## config.mk

```make
export PLATFORM = sky130hd
export DESIGN_NAME = tti_tx_word_unpacker
export DESIGN_NICKNAME = d
export VERILOG_FILES = /design/src/rtl/tti_tx_word_unpacker.sv
export SDC_FILE = /design/constraint.sdc
export NUM_CORES = 1
export LEC_CHECK = 0
export ABC_AREA = 0
export CORE_MARGIN = 2
export CORE_UTILIZATION = 24
export DETAILED_ROUTE_END_ITERATION = 10
export GPL_TIMING_DRIVEN = 0
export PLACE_DENSITY = 0.45
export SYNTH_ARGS = -nofsm -noshare
export SYNTH_HDL_FRONTEND = slang
export SYNTH_SLANG_ARGS = --single-unit
```

## constraint.sdc

```tcl
create_clock -name clk_i -period 4.15 [get_ports clk_i]
set_input_delay 0.83 -clock clk_i [delete_from_list [all_inputs] [get_ports clk_i]]
set_output_delay 0.83 -clock clk_i [all_outputs]
set_load 0.01 [all_outputs]
```

## src/rtl/tti_tx_word_unpacker.sv

```systemverilog
// tti_tx_word_unpacker: unpacks TX queue words into little-endian bytes for one transfer, draining the rest on flush
//   clk_i/rst_i             clock, async active-high reset
//   xfer_len_*              per-transfer byte length handshake (accepted only when idle)
//   word_*                  TX queue words in, word_ready_o is the pop
//   byte_*                  bytes out to the descriptor stage, byte_last_o on the final byte
//   flush_i                 abort current transfer; owed words are drained from the queue
//   holding_o / busy_o      a word is latched / not idle
module tti_tx_word_unpacker #(
  parameter int WordWidth = 32
) (
  input  logic                 clk_i,
  input  logic                 rst_i,
  input  logic                 xfer_len_valid_i,
  output logic                 xfer_len_ready_o,
  input  logic [15:0]          xfer_len_i,
  input  logic                 word_valid_i,
  output logic                 word_ready_o,
  input  logic [WordWidth-1:0] word_data_i,
  output logic                 byte_valid_o,
  input  logic                 byte_ready_i,
  output logic [7:0]           byte_data_o,
  output logic                 byte_last_o,
  input  logic                 flush_i,
  output logic                 holding_o,
  output logic                 busy_o
);
  localparam int BPW = WordWidth / 8;
  localparam int IW = $clog2(BPW);
  localparam logic [IW-1:0] LAST_IDX = IW'(BPW - 1);
  typedef enum logic [1:0] {IDLE, LOAD, SEND, DRAIN} state_t;
  state_t               state_q, state_d;
  logic [WordWidth-1:0] word_q, word_d;
  logic [IW-1:0]        byte_idx_q, byte_idx_d;
  logic [15:0]          remaining_q, remaining_d;
  logic [14:0]          words_left_q, words_left_d;
  logic [16:0]          span, owed;
  logic                 refill;
  assign xfer_len_ready_o = state_q == IDLE;
  assign byte_valid_o     = state_q == SEND && !flush_i;
  assign byte_data_o      = word_q[{byte_idx_q, 3'b000} +: 8];
  assign byte_last_o      = byte_valid_o && remaining_q == 16'd1;
  assign holding_o        = state_q == SEND;
  assign busy_o           = state_q != IDLE;
  // pop the next word in the same cycle the last byte of the current one leaves
  assign refill           = byte_valid_o && byte_ready_i && remaining_q != 16'd1 && byte_idx_q == LAST_IDX;
  assign word_ready_o     = (state_q == LOAD && !flush_i) || state_q == DRAIN || refill;
  // bytes still owed beyond the word currently latched (all of them when none is latched)
  always_comb begin
    span = 17'(BPW) - 17'(byte_idx_q);
    owed = (state_q == LOAD) ? {1'b0, remaining_q}
         : ({1'b0, remaining_q} > span) ? {1'b0, remaining_q} - span : 17'd0;
  end
  always_comb begin
    state_d      = state_q;
    word_d       = word_q;
    byte_idx_d   = byte_idx_q;
    remaining_d  = remaining_q;
    words_left_d = words_left_q;
    unique case (state_q)
      IDLE: if (xfer_len_valid_i && xfer_len_i != 16'd0) begin
        remaining_d = xfer_len_i;
        state_d     = LOAD;
      end
      LOAD, SEND: if (flush_i) begin
        words_left_d = 15'((owed + 17'(BPW - 1)) >> IW);
        state_d      = (words_left_d != 15'd0) ? DRAIN : IDLE;
      end else if (state_q == LOAD) begin
        if (word_valid_i) begin
          word_d     = word_data_i;
          byte_idx_d = '0;
          state_d    = SEND;
        end
      end else if (byte_ready_i) begin
        remaining_d = remaining_q - 16'd1;
        byte_idx_d  = byte_idx_q + IW'(1);
        if (remaining_q == 16'd1) state_d = IDLE;
        else if (byte_idx_q == LAST_IDX) begin
          if (word_valid_i) begin
            word_d     = word_data_i;
            byte_idx_d = '0;
          end else state_d = LOAD;
        end
      end
      DRAIN: if (word_valid_i) begin
        words_left_d = words_left_q - 15'd1;
        if (words_left_q == 15'd1) state_d = IDLE;
      end
      default: state_d = IDLE;
    endcase
  end
  always_ff @(posedge clk_i or posedge rst_i) begin
    if (rst_i) begin
      state_q      <= IDLE;
      word_q       <= '0;
      byte_idx_q   <= '0;
      remaining_q  <= '0;
      words_left_q <= '0;
    end else begin
      state_q      <= state_d;
      word_q       <= word_d;
      byte_idx_q   <= byte_idx_d;
      remaining_q  <= remaining_d;
      words_left_q <= words_left_d;
    end
  end
endmodule

```

# Yosys cells after proc, flatten, opt, wreduce, memory -nomap -nowiden
# Cells that the tools add are included.
# classes
eq_ne	20
n_div	0
mux	33
n_shift	1
n_mul	0
reduce_logical	24
order_cmp	1
bitwise	1
n_addsub	6
# ops
cell	n
$mux 32	5
$mux 16	4
$mux 17	2
$mux 2	17
$pmux 16 s2	1
$shiftx 32x6->8	1
$mux 15	2
$pmux 15 s2	1
$add 17x2->17 const B	1
$gt 16x17->1	1
$sub 16x17->17	1
$eq 16x1->1 const B	1
$ne 16x1->1 const B	1
$reduce_bool 16->1	1
$sub 16x1->16 const B	1
$eq 15x1->1 const B	1
$reduce_bool 15->1	1
$sub 15x1->15 const B	1
$ne 2x2->1 const B	7
$ne 5x5->1 const B	2
$reduce_and 5->1	2
$reduce_bool 2->1	5
$ne 4x4->1 const B	2
$logic_and 1x1->1	7
other kinds (14)	18
# word_totals
out_inout_bits	14
latch_bits	0
mem_bits_rw	0
mem_count	0
reg_bits	67
input_bits	54
wordCells	91
rom_bits	0

# Longest topological paths before layout
# Gate-level depths: netlist of run 1.
# depth
word_depth	9
depth_mapped	15
mapped_depth_nobuf	13

# Least setup slack after synthesis of run 1
# OpenSTA, ideal clock, no wires.
# synth_path
kind	reg2reg
start	reg byte_idx_q[0]
end	reg state_q[0]
setup_ns	0.121
stages_incl_launch_ff	15
synth_period_minus_slack_ns	4.268
setup_slack_ns	-0.118
path_buffers	1
required_time_ns	4.029
t_arrival_ns	4.147
cell_sequence	dfrtp_1 > buf_1 > inv_1 > ha_1 > inv_1 > fa_1 > a2111oi_2 > xnor2_1 > a311o_4 > nor4b_4 > or4b_4 > a31o_1 > a22oi_2 > a21oi_1 > o22a_1
# synth_via
elab_chain_cells	9
word_cells_on_any_way	13
classes_between	3 x add/sub; 1 x order compare; 2 x eq/ne; 5 x mux; 2 x reduce/logical
# synth_rtl
item	line	source
start: declaration	33	logic [IW-1:0] byte_idx_q, byte_idx_d;
start signal: assignment	101	byte_idx_q <= byte_idx_d;
$sub 3x2->4	49	span = 17'(BPW) - 17'(byte_idx_q);
$sub 16x17->17 or $gt 16x17->1 (tied branches)	51	: ({1'b0, remaining_q} > span) ? {1'b0, remaining_q} - span : 17'd0;
$mux 17	51	
$mux 17	50	owed = (state_q == LOAD) ? {1'b0, remaining_q}
$add 17x2->17	65	words_left_d = 15'((owed + 17'(BPW - 1)) >> IW);
$reduce_bool 15->1	66	state_d = (words_left_d != 15'd0) ? DRAIN : IDLE;
$mux 2	66	
$mux 2	64	LOAD, SEND: if (flush_i) begin
$pmux 2 s3	59	unique case (state_q)
end signal: assignment	99	state_q <= state_d;
end: declaration	31	state_t state_q, state_d;
# Parallel ways exist; a longest one is shown, timed or not.
# A chain may end at the register's enable or synchronous reset.

# Worst setup path after layout of run 1
# layout_path
start	reg byte_idx_q[1]
end	reg state_q[0]
# The elaborated chain is that of the path after synthesis.

==> reports/metrics.cfg, run 1 <==
[sta]
fin_crit_sh=0.953
finalSetupViolations=0
fin_setup_tns_ns=0
relSlewSlack=0.340
fin_skew_ns=0.0122
drv_slew=0
period_minus_slack_ns=3.96
finalWorstSetupSlack_ns=0.194
timing.fmax_ghz=0.253
rsz0062_at_grt=yes
timing_hold_violations_final=0
worst_pin_slew_ns=0.983

[setup_path]
r2r_cells=14
worstSetupPathType=flip-flop to flip-flop
cp.required_ns=4.38
reg2reg_slack_ns=0.19
worstSetupEndpointType=flip-flop
crit_path_max_fanout=5
worstReg2RegStart=byte_idx_q[1]
cp-start-kind=flip-flop
r2r_end=state_q[0]
arrival_ns=4.19

[die]
rows=51
coreArea_mm2=0.0197
start_util=0.246
fp.dieH_um=146
die_area_mm2=0.0213
die_x_um=146
io_pins=68

[logic_synthesis]
ys_seq_area_frac=0.346
yosysTopAreaCell=dfrtp_1
synth_cell_type_count=69
synthCells=529
syn_nets=599
synth-edff-count=0
yosys_warnings=0
synth_top_area_share=0.346
ys_seq_elements=67
ys_top_cells_by_area=dfrtp_1, mux2_2, a21oi_1
synth.avg_cell_area_um2=9.16
synth_area_mm2=0.00484
async_reset_ff_frac=1.00
synthFlopType=dfrtp_1

[global_routing]
groute.usage.overall=0.144
overflow=0
grt_pass1_vias=4494
antenna_found_initial=1
grt_first_pass_wirelength_mm=24.6
grt_max_degree=52

[clock_tree]
path_clk_slew_ns=0.06
numCtsBuffers=9
ctsHoldBuffers=0
ctsRootBufferMaster=clkbuf_16
cts.sinks=67
insertion_delay_ns=0.35
htreeDepth=3
clockBufferDepth=2
cts_tree=yes

[routing]
drtIter0Drc=245
vias=4494
routed_wl_mm=15.1
detail_route.wl_per_cell_um=17.0
drt.antenna.violating_nets=0
drc=0
vias_per_cell=5.06
dr.pass1.iters=5

[final_layout]
fin_nets=688
layout-drive-gt1-share=0.173
areaGrowthSynthToFinish_pct=31.7
antenna_cells=0
fin_util=0.325

[power]
p_total_w=0.00564
power_density_mw_per_mm2=884
leakagePower_nw=2.40
vdd_drop_max_mv=0.319

[hold_path]
min_path_type=flip-flop to flip-flop
min-delay-start=word_q[7]
min_path_cells=1
whs_endpoint=word_q[7]

[place]
gp_congestion=0.855
pre_cts_ws_ns=-0.773
dp.final_hpwl_mm=11.4
port_buffers=67

[outcome]
status=complete, no violations

[run]
max-cap-violations=0

-- per-layer routing --
layer	routed length, µm	part of all wire	global-route usage	up-vias
met5	10	0.00066	0	-
met4	219	0.015	0.0447	2
met3	675	0.045	0.0278	18
met2	6920	0.46	0.228	115
met1	7260	0.48	0.199	2188
li1	-	-	-	2171
-- worst max-delay path: stages (launching register included) --
cell and delay (ns):
dfrtp_1 0.41, buf_8 0.13, inv_1 0.04, ha_1 0.26
inv_1 0.09, fa_2 0.42, xnor2_2 0.17, o31a_1 0.29
a311o_4 0.42, nor4b_4 0.37, or4b_4 0.56, a31o_1 0.22
a22oi_2 0.19, a21oi_1 0.11, o22a_1 0.17
-- placed cells by master, fill, tap and decap left out, types with 9 or more instances in the layout --
cell type        count
a21oi_1             39
buf_4               12
clkbuf_1            18
clkbuf_16            9
clkdlybuf4s50_1     67
dfrtp_1             66
ha_1                15
inv_1               22
mux2_2              32
nand2_1             38
nand3_1             13
nor2_1              34
nor3_1              17
o21ai_0             29
o22a_1              17
or3_1               17
xnor2_1             10
-- cell usage after synthesis (11+ instances only) --
| master | number |
|---|---|
| or3_1 | 17 |
| ha_1 | 15 |
| nor2_1 | 34 |
| o21ai_0 | 29 |
| mux2_2 | 32 |
| xnor2_1 | 11 |
| clkbuf_1 | 21 |
| o22a_1 | 17 |
| inv_1 | 23 |
| dfrtp_1 | 67 |
| nor3_1 | 19 |
| nand3_1 | 13 |
| nor4_1 | 11 |
| a21oi_1 | 39 |
| nand2_1 | 38 |
-- through the flow --
step | std cells | cell area [µm²] | hold slack [ns]
floorplan | 529 | 4850 | 0.464
global placement | 861 | 5850 | 0.483
detailed placement | 862 | 5880 | 0.489
CTS | 880 | 6250 | 0.507
global route | 888 | 6380 | 0.518
finish | 888 | 6380 | 0.505
-- power by group --
part / internal (W) / switching (W) / total, W
combinational: 0.00158 / 0.00200 / 0.00358
sequential: 0.000991 / 0.000271 / 0.00126
clock: 0.000475 / 0.000326 / 0.000800
-- layout make-up --
class                      instances  area, µm²
tap                              265        332
clock inverter                     7       81.3
timing repair buffer              80        788
multi-input combinational        404       3010
fill                            2083      13300
clock buffer                       9        225
buffer                            33        176
inverter                          23       88.8
sequential                        67       1680
-- cell families after synthesis --
logic type	after synthesis	synth area share
AOI/OAI and AO/OA	152	0.214
xor gates and xnor gates	18	0.0325
adders and majority gates	16	0.0429
buffers and inverters	58	0.0501
DFF	67	0.346
muxes	44	0.120
and+or+nand+nor	174	0.194
-- repair_timing --
item / 4_1_cts / 5_1_grt
pin swaps: 1 / 7
setup buffers: 3 / 9
endpoints found under the setup margin: 10 / 7
gates cloned: 0 / 0
resized for setup: 12 / 11
-- state kept, by name, summed over array words and instances, names as in the netlist --
name          flops
words_left_q     15
word_q           32
remaining_q      16
byte_idx_q        2
state_q           2
-- worst max-delay path by stage --
stage	slack, ns	cells after the start	to	from
global route	-0.01	14	state_q[0]	byte_idx_q[1]
floorplan	0.09	14	state_q[0]	byte_idx_q[0]
finish	0.19	14	state_q[0]	byte_idx_q[1]
global placement	-0.71	15	state_q[0]	byte_idx_q[1]
CTS	0.006	9	word_ready_o	remaining_q[6]
detailed placement	-0.77	15	state_q[1]	byte_idx_q[1]
No activity file was read; power rests on OpenSTA's default activity.
==> inputs of run 2 (changes only) <==
--- a/config.mk
+++ b/config.mk
@@ -5,12 +5,13 @@
 export SDC_FILE = /design/constraint.sdc
 export NUM_CORES = 1
 export LEC_CHECK = 0
-export ABC_AREA = 0
+export ABC_AREA = 1
+export ABC_CLOCK_PERIOD_IN_PS = 4150
 export CORE_MARGIN = 2
 export CORE_UTILIZATION = 24
 export DETAILED_ROUTE_END_ITERATION = 10
 export GPL_TIMING_DRIVEN = 0
-export PLACE_DENSITY = 0.45
+export PLACE_DENSITY = 0.47
 export SYNTH_ARGS = -nofsm -noshare
 export SYNTH_HDL_FRONTEND = slang
 export SYNTH_SLANG_ARGS = --single-unit
==> run 2 against run 1 <==
Cell count increased by 15%. Flip-flop and latch count is the same. Die area up 1.5%. Sequential power about the same. Synthesized area rose by 1.5%. Clock-buffer cell count is 1 higher. Clock power is essentially flat. Utilization fell by 1.4 points. Combinational power down 17%. Register-to-register slack better by 0.29 ns. Worst hold slack lost 0.0037 ns. Fmax rose by 8.0%. Critical path type unchanged.
==> reports/metrics.cfg, run 2 <==
[sta]
finalSetupViolations=0  ; unchanged
drv_slew=0  ; unchanged
timing_hold_violations_final=0  ; unchanged
rsz0062_at_grt=no
fin_skew_ns=0.00897  ; -0.00322 ns
period_minus_slack_ns=3.66  ; -0.293 ns
relSlewSlack=0.599  ; +0.260
finalWorstSetupSlack_ns=0.487  ; +0.293 ns
fin_crit_sh=0.883  ; -0.0706
timing.fmax_ghz=0.273  ; +8.0%
worst_pin_slew_ns=0.601  ; -0.382 ns

[setup_path]
crit_path_top_delay_cell=dfrtp_2
worstSetupEndpointType=flip-flop
worstSetupPathType=flip-flop to flip-flop
path_buf_inv=2  ; -1
worst_path_most_repeated_cell=nand2_1
cp-start-kind=flip-flop
path_cells=clkinvlp_4 -> ha_1 -> inv_1 -> fa_1 -> nand2_1 -> nand3_4 -> nor2_4 -> nand2_1 -> nand2_1 -> nand2_1 -> a21oi_1 -> nand2_1 -> nor2_2 -> nand3_1 -> nand2_1 -> nand2_1 -> nor2_1 -> nand3_1 -> nand2_1 -> nand2_1 -> nand2_1 -> nand2_1
crit_path_max_fanout=10  ; +5
arrival_ns=3.90  ; -0.29 ns
crit_family=simple AND/OR/NAND/NOR gates
cp.required_ns=4.39  ; about the same
cp_slowest_stage_delay_ns=0.50  ; -0.06 ns

[die]
coreArea_mm2=0.0202  ; +2.6%
start_util=0.244  ; -0.00264
die_x_um=147  ; +0.74%
die_area_mm2=0.0217  ; +1.5%
io_pins=68  ; unchanged
fp.dieH_um=147  ; +0.74%
rows=52  ; +2.0%

[global_routing]
antenna_found_initial=0  ; -1
groute.usage.overall=0.146  ; +0.00186
grt_first_pass_wirelength_mm=25.0  ; +1.3%
grt_pass1_vias=4888  ; +8.8%
overflow=0  ; unchanged
grt_max_degree=52  ; unchanged

[logic_synthesis]
synth.most_common_cell=nand2_1
yosysTopAreaCell=dfrtp_1
synth-edff-count=0  ; unchanged
synth_area_mm2=0.00492  ; +1.5%
async_reset_ff_frac=1.00  ; unchanged
yosys_warnings=0  ; unchanged
synth_top_area_share=0.341  ; -0.00519
ys_seq_elements=67  ; unchanged
synth.avg_cell_area_um2=7.33  ; -20%
ys_seq_area_frac=0.341  ; -0.00519
syn_nets=741  ; +24%
synth_commonest_cells=nand2_1, nor2_1, inv_1
ys_top_cells_by_area=dfrtp_1, nand2_1, mux2_2
synthFlopType=dfrtp_1
synth_cell_type_count=40  ; -42%
synthCells=671  ; +27%

[place]
pre_cts_ws_ns=-0.127  ; +0.645 ns
gp_congestion=0.843  ; -1.4%
port_buffers=67  ; unchanged
dp.final_hpwl_mm=11.8  ; +2.9%

[hold_path]
min_path_type=flip-flop to flip-flop

[power]
power_frac_clock=0.158  ; +0.016
p_int_w=0.00260  ; -15%
power_density_mw_per_mm2=807  ; -8.8%
leakagePower_nw=2.80  ; +16%
seqPwrFrac=0.254  ; +0.030
p_total_w=0.00505  ; -10%
combPwrFrac=0.588  ; -0.046
switching_share=0.486  ; +0.0263
p_sw_w=0.00246  ; -5.3%
vdd_drop_max_mv=0.367  ; +15%

[routing]
drtIter0Drc=261  ; +6.5%
routed_wl_mm=14.9  ; -1.5%
dr.pass1.iters=7  ; +2
drc=0  ; unchanged
vias_per_cell=4.55  ; -10%
drt.antenna.violating_nets=0  ; unchanged
detail_route.wl_per_cell_um=14.5  ; -15%
vias=4655  ; +3.6%

[clock_tree]
cts.sinks=67  ; unchanged
cts_tree=yes
ctsHoldBuffers=0  ; unchanged
postCtsSetupRepairBufs=0  ; -3
ctsRootBufferMaster=clkbuf_16
insertion_delay_ns=0.35  ; about the same
clockBufferDepth=2  ; unchanged
htreeDepth=3  ; unchanged
numCtsBuffers=9  ; unchanged
path_clk_slew_ns=0.06  ; about the same

[final_layout]
antenna_cells=0  ; unchanged
final_common_cell=nand2_1
largest_register_ffs=32  ; unchanged
fin_nets=819  ; +19%
nFillCells=2258  ; +8.4%
regMostFlops=word_q
areaGrowthSynthToFinish_pct=27.4
layout-drive-gt1-share=0.126  ; -0.0474
largestRegisters=word_q (32), remaining_q (16), words_left_q (15)
final_cell_mix=nand2_1, nor2_1, inv_1

[run]
max-cap-violations=0  ; unchanged

[outcome]
status=complete, no violations

==> run 2: through the flow <==
stage / instances / hold WS [ns] / setup TNS, ns / util / cell area [µm²]
after floorplan: 671 / 0.471 / 0 / - / 4920
after global placement: 1008 / 0.483 / -0.264 / 0.294 / 5930
after detailed placement: 1009 / 0.489 / -0.243 / 0.295 / 5960
after CTS: 1025 / 0.502 / 0 / 0.310 / 6260
after global routing: 1024 / 0.513 / 0 / 0.311 / 6260
final: 1024 / 0.501 / 0 / 0.311 / 6260
==> run 2: worst paths after layout <==
check                               from        endpoint  cells after the start  slack (ns)
setup reg to reg           byte_idx_q[1]      state_q[1]                     22        0.49
hold reg to reg               word_q[12]      word_q[12]                      1        0.50
max in group asynchronous          rst_i  remaining_q[4]                      3        2.83
setup / recovery           byte_idx_q[1]      state_q[1]                     22        0.49
hold / removal                word_q[12]      word_q[12]                      1        0.50
min in group asynchronous          rst_i      word_q[10]                      2        0.77
==> run 2: layer usage <==
layer  up-vias  global-route usage  wire length, µm
li1       2391                   -                -
met1      2168               0.181             6720
met2        69               0.248             7260
met3        27              0.0289              515
met4         0              0.0591              371
met5         -                   0                0
==> run 2: kinds of logic (layout without fill, tap and decap cells) <==
| family | after synthesis | after routing | synth area share |
|---|---|---|---|
| AOI/OAI and AO/OA | 119 | 119 | 0.138 |
| adders and majority gates | 16 | 16 | 0.0422 |
| xor gates and xnor gates | 14 | 14 | 0.0265 |
| DFF | 67 | 67 | 0.341 |
| and+or+nand+nor | 316 | 316 | 0.288 |
| buffers and inverters | 104 | 187 | 0.0842 |
| muxes | 35 | 35 | 0.0799 |
==> run 2: final cells by class <==
type,instances,area [µm²],share of cell area
flip-flops and latches,67,1680,0.268
multi-input cells,500,2830,0.451
inverters,83,320,0.0511
clock inverters,6,63.8,0.0102
repair buffers,68,698,0.111
well taps,270,338,0.0539
clock buffers,10,239,0.0381
plain buffers,20,98.8,0.0158
==> run 2: power by group through the flow <==
stage	Combinational, W	Sequential (W)	Clock, W
floorplan	0.00214	0.00120	0
CTS	0.00303	0.00129	0.000815
finish	0.00297	0.00129	0.000798
detailed placement	0.00301	0.00129	0
global route	0.00343	0.00134	0.000839
global placement	0.00300	0.00129	0
==> run 2: timing repair <==
item	4_1_cts	5_1_grt
endpoints found under the hold margin	0	0
setup endpoints to repair	2	2
resized for setup	2	3
cloned	0	0
